--- config.mk ---
export PLATFORM = sky130hd
export DESIGN_NAME = net_gen
export DESIGN_NICKNAME = d
export VERILOG_FILES = /design/src/rtl/net_pkg.sv /design/src/rtl/net_dash_ctr.sv /design/src/rtl/net_gen.sv
export SDC_FILE = /design/constraint.sdc
export NUM_CORES = 1
export LEC_CHECK = 0
export BUFFER_PORTS_ARGS = -buffer_cell sky130_fd_sc_hd__buf_4
export CAP_MARGIN = 5
export CORE_MARGIN = 4
export CORE_UTILIZATION = 57
export DETAILED_ROUTE_END_ITERATION = 10
export GPL_TIMING_DRIVEN = 0
export PLACE_DENSITY_LB_ADDON = 0.2
export RECOVER_POWER = 100
export SETUP_SLACK_MARGIN = 0.05
export SYNTH_ARGS = -nofsm -noshare
export SYNTH_HDL_FRONTEND = slang
export SYNTH_SLANG_ARGS = --single-unit
--- constraint.sdc ---
create_clock -name CLK_DRV -period 1.9 [get_ports CLK_DRV]
set_input_delay 0.38 -clock CLK_DRV [delete_from_list [all_inputs] [get_ports CLK_DRV]]
set_output_delay 0.38 -clock CLK_DRV [all_outputs]
set_load 0.02 [all_outputs]
--- src/rtl/net_pkg.sv ---
// Shared types and default constants for the centre-net generator.
package net_pkg;

    typedef enum logic [1:0] {
        NET_OFF    = 2'b00,
        NET_SOLID  = 2'b01,
        NET_DASH   = 2'b10,
        NET_SCROLL = 2'b11
    } net_mode_t;

    localparam int NET_H_POS_DEF     = 256;
    localparam int NET_WIDTH_DEF     = 1;
    localparam int NET_DASH_ON_DEF   = 4;
    localparam int NET_DASH_OFF_DEF  = 4;
    localparam int NET_CW_DEF        = 9;

    // Dash counter width: enough bits for 0..period-1, never fewer than one.
    function automatic int dash_width(input int period);
        return (period > 1) ? $clog2(period) : 1;
    endfunction

endpackage

--- src/rtl/net_dash_ctr.sv ---
// Line-based dash sequencer with frame-latched mode.
// NET_GEN_SCROLL_EN adds the per-frame phase register used by the scrolling mode.
module net_dash_ctr
    import net_pkg::*;
#(
    parameter int DASH_ON  = NET_DASH_ON_DEF,
    parameter int DASH_OFF = NET_DASH_OFF_DEF
) (
    input  logic       clk,
    input  logic       rst_n,
    input  logic       clk_en,
    input  logic       hreset,
    input  logic       vreset,
    input  logic [1:0] mode_in,
    output net_mode_t  mode,
    output logic       dash_lit
);

    localparam int P  = DASH_ON + DASH_OFF;
    localparam int DW = dash_width(P);
    localparam logic [DW-1:0] LAST = DW'(P - 1);
    localparam logic [DW:0]   ON_W = (DW + 1)'(DASH_ON);

    net_mode_t     mode_q;
    net_mode_t     mode_d;
    logic [DW-1:0] dcnt;
    logic [DW-1:0] dcnt_d;
    logic [DW-1:0] load_val;

`ifdef NET_GEN_SCROLL_EN
    logic [DW-1:0] phase;
    logic [DW-1:0] phase_d;

    // The phase advances only while the frame just ending was a scrolling frame.
    always_comb begin
        phase_d = phase;
        if (clk_en && vreset) begin
            if (mode_q == NET_SCROLL)
                phase_d = (phase == LAST) ? '0 : phase + 1'b1;
            else
                phase_d = '0;
        end
    end

    always_ff @(posedge clk or negedge rst_n) begin
        if (!rst_n)
            phase <= '0;
        else
            phase <= phase_d;
    end

    assign load_val = phase;
`else
    assign load_val = '0;
`endif

    // VRESET takes priority over HRESET on the same strobe.
    always_comb begin
        dcnt_d = dcnt;
        mode_d = mode_q;
        if (clk_en) begin
            if (vreset) begin
                dcnt_d = load_val;
                mode_d = net_mode_t'(mode_in);
            end else if (hreset) begin
                dcnt_d = (dcnt == LAST) ? '0 : dcnt + 1'b1;
            end
        end
    end

    always_ff @(posedge clk or negedge rst_n) begin
        if (!rst_n) begin
            dcnt   <= '0;
            mode_q <= NET_OFF;
        end else begin
            dcnt   <= dcnt_d;
            mode_q <= mode_d;
        end
    end

    assign mode     = mode_d;
    assign dash_lit = ({1'b0, dcnt_d} < ON_W);

endmodule

--- src/rtl/net_gen.sv ---
// Parametrised centre-net generator: column counter, window compare and registered NET bit.
// Build with NET_GEN_SCROLL_EN to enable the frame-scrolling dash in mode 11.
module net_gen
    import net_pkg::*;
#(
    parameter int H_POS     = NET_H_POS_DEF,
    parameter int NET_WIDTH = NET_WIDTH_DEF,
    parameter int DASH_ON   = NET_DASH_ON_DEF,
    parameter int DASH_OFF  = NET_DASH_OFF_DEF,
    parameter int CW        = NET_CW_DEF
) (
    input  logic       CLK_DRV,
    input  logic       CLR_N,
    input  logic       CLK_EN,
    input  logic       HRESET,
    input  logic       VRESET,
    input  logic       VBLANK,
    input  logic [1:0] MODE,
    output logic       NET
);

    localparam logic [CW-1:0] COL_LO = CW'(H_POS);
    localparam logic [CW-1:0] COL_HI = CW'(H_POS + NET_WIDTH - 1);

    logic [CW-1:0] hcnt;
    logic [CW-1:0] hcnt_d;
    net_mode_t     frame_mode;
    logic          dash_lit;
    logic          line_ok;
    logic          in_col;

    net_dash_ctr #(
        .DASH_ON  (DASH_ON),
        .DASH_OFF (DASH_OFF)
    ) u_dash (
        .clk      (CLK_DRV),
        .rst_n    (CLR_N),
        .clk_en   (CLK_EN),
        .hreset   (HRESET),
        .vreset   (VRESET),
        .mode_in  (MODE),
        .mode     (frame_mode),
        .dash_lit (dash_lit)
    );

    // Saturate rather than wrap so an over-long line cannot hit the window twice.
    always_comb begin
        if (HRESET)
            hcnt_d = '0;
        else if (hcnt == '1)
            hcnt_d = hcnt;
        else
            hcnt_d = hcnt + 1'b1;
    end

    assign in_col = (hcnt_d >= COL_LO) && (hcnt_d <= COL_HI);

    always_comb begin
        line_ok = 1'b0;
        case (frame_mode)
            NET_OFF:   line_ok = 1'b0;
            NET_SOLID: line_ok = 1'b1;
            default:   line_ok = dash_lit;
        endcase
    end

    always_ff @(posedge CLK_DRV or negedge CLR_N) begin
        if (!CLR_N) begin
            hcnt <= '0;
            NET  <= 1'b0;
        end else if (CLK_EN) begin
            hcnt <= hcnt_d;
            NET  <= in_col & line_ok & ~VBLANK;
        end
    end

endmodule
==> flow_summary.yaml <==
status:
  status: "complete, no violations"
detailed_routing:
  wl_um: 2190
  route.detailed.drc: 0
  via_per_inst: 6.09
  dr.first_iter.drc_count: 20
  first_pass_iters: 4
  ant_nets: 0
  wl_per_cell_um: 15.0
  dr_total_vias: 889
sta:
  timing.fmax_mhz: 573
  hold_ws_ns: 0.336
  relSlewSlack: 0.460
  setup_viol: 0
  tns_ns: 0
  min_period_ns: 1.75
  tightestPinTransition_ns: 0.809
  slew_violations: 0
  finClkSkew_ns: 0.000543
  finalCritPeriodShare: 0.919
  rsz0062_at_grt: "no"
  hold_viol_final: 0
setup_path:
  crit_start: "hcnt[5]"
  reg2reg_depth: 6
  endpoint: "NET"
  timing.rr.end: "NET"
  reg2reg_from: "hcnt[5]"
  r2r_setup_slack_ns: 0.15
  worst_setup_path_start_kind: "flop"
  critical_path_class: "flop to flop"
  endpoint_kind: "flop"
  cp_max_fo: 8
  crit_required_ns: 2.08
  arrival_ns: 1.92
global_route:
  grt_overflow: 0
  grt_pass1_vias: 849
  antenna_found_initial: 0
  grtUsageTotal: 0.199
  grt_max_degree: 16
  grt_pass1_wl_um: 3800
synth:
  syn_avg_cell_area_um2: 9.11
  yosys.area.top_type: "dfrtp_1"
  ys.flop_type: "dfrtp_1"
  synthCells: 111
  ys_ff_latch: 15
  netlist_area_um2: 1010
  syn_nets: 121
  synth_compound_area_frac: 0.254
  synth_edf_count: 0
  synth-simple-area-share: 0.212
  netlist_top_cells_count: "15 x dfrtp_1, 8 x a21oi_1, 8 x nand2_1"
  yosys-mux-area-fraction: 0.0334
  ys_async_sr_fraction: 1.00
  seq_area_frac_synth: 0.371
  synth_top_family_by_area: "compound AO/OA/AOI/OAI gates"
  ys_types: 46
  yosysMostFrequentCell: "dfrtp_1"
  synth_xor_area_frac: 0.0260
  yosysWarnings: 0
  synth_top_area_frac: 0.371
  synth_area_leaders: "dfrtp_1 37%, a21oi_1 4.0%, mux2_2 3.3%"
  synthAdderAreaFrac: 0.0248
die:
  die_h_um: 50.1
  core_area_um2: 1590
  initial_core_util: 0.634
  dieArea_um2: 2510
  die_w_um: 50.1
  io_pins: 9
  fp-row-count: 14
cts:
  clockBufferDepth: 2
  clkTransAtPathRegs_ns: 0.09
  root_buffer: "clkbuf_4"
  cts_max_level: 1
  clk_latency_ns: 0.28
  cts_setup_buffers: 0
  cts_tree: "yes"
  cts.sinks: 15
  cts_made_buffers: 3
finish:
  fill_cells: 121
  syn_to_final_growth_pct: 10.4
  nets: 133
  fin_area_um2: 1120
  drive_gt1_frac: 0.189
  diodes: 0
place:
  dp_hpwl_um: 1550
  place_congestion: 0.862
  numPortBuffers: 6
  placed_area_um2: 1090
power_and_ir_drop:
  p_clk_frac: 0.236
  p_leak_uw: 0.000456
  pwr-share-comb: 0.261
  swShare: 0.311
  powerDensity_nw_per_um2: 697
  power_frac_seq: 0.503
  p_sw_uw: 242
  vdd_drop_max_mv: 0.449
  internal_power_uw: 536
worst_hold_path:
  hold_class: "input port to flop"
job:
  max_cap_violations: 0
[cells by family (layout without fill, tap and decap cells)]
family,after synthesis,after routing
flip-flops,15,15
XOR/XNOR,3,3
AO/OA/AOI/OAI,37,37
buffers and inverters,14,25
multiplexers,3,3
adder cells (fa/ha/maj),2,2
AND/OR/NAND/NOR,37,37
[through the flow]
stage / utilization / power (µW) / instances / setup WS, ns
after floorplan: - / 542 / 111 / 0.205
after global placement: 0.681 / 585 / 141 / 0.0501
after detailed placement: 0.681 / 594 / 141 / 0.0466
after CTS: 0.706 / 783 / 146 / 0.116
after global routing: 0.700 / 831 / 146 / 0.0518
final: 0.700 / 778 / 146 / 0.154
[routing by layer]
metal	global-route usage	wire length (µm)	up-vias	part of all wire
met5	0	0	-	0
met4	0.0783	35	0	0.016
met3	0.0361	73	5	0.033
met2	0.328	1090	15	0.50
met1	0.255	990	434	0.45
li1	-	-	435	-
[power groups by stage]
stage,logic (µW),clock network [µW],registers (µW)
after detailed placement,201,0,393
after CTS,205,190,387
after floorplan,158,0,384
final,203,184,391
after global routing,227,209,395
after global placement,195,0,391
[registers in the layout, summed over array words and instances, names as in the netlist]
name           count
hcnt               9
NET                1
u_dash.dcnt        3
u_dash.mode_q      2
[critical path, cell delays in order (launching register included)]
cell and delay, ns:
dfrtp_1 0.34, clkbuf_2 0.18, nand4_2 0.18, or4_1 0.53
a21oi_1 0.18, nor4b_1 0.08, a2bb2oi_1 0.14
[final cells by class]
| class | instances | area (µm²) | area share |
|---|---|---|---|
| timing repair buffer | 7 | 43.8 | 0.0392 |
| multi-input combinational | 82 | 568 | 0.509 |
| sequential | 15 | 375 | 0.336 |
| inverter | 6 | 22.5 | 0.0202 |
| clock buffer | 4 | 26.3 | 0.0235 |
| buffer | 8 | 50.0 | 0.0448 |
| tap | 24 | 30.0 | 0.0269 |
[how the worst min path moves through the flow]
stage / depth (start not counted) / endpoint / slack, ns / startpoint
detailed placement: 1 / u_dash.dcnt[0] / 0.25 / CLR_N
floorplan: 0 / NET / 0.08 / CLR_N
CTS: 2 / u_dash.dcnt[1] / 0.30 / VRESET
global placement: 1 / u_dash.dcnt[0] / 0.24 / CLR_N
finish: 2 / u_dash.mode_q[0] / 0.34 / MODE[0]
global route: 2 / u_dash.mode_q[0] / 0.34 / MODE[0]
[placed cells by master (no fill, tap or decap), types with 2 or more instances in the layout]
master,n
nor3_1,2
clkbuf_4,3
a31oi_1,4
buf_4,6
dfrtp_1,15
o22ai_1,5
a21oi_1,8
mux2_2,2
inv_1,6
nor4b_1,2
nand2_1,8
xnor2_1,3
nand3_1,3
clkbuf_1,7
o21ai_0,6
nor2b_1,2
nor2_1,7
[what timing repair did]
action,in CTS,in global routing
endpoints found under the hold margin,15,0
gates cloned,0,0
resized for setup,1,1
endpoints found under the setup margin,1,1
hold buffers,1,0
No activity file was read; power rests on OpenSTA's default activity.
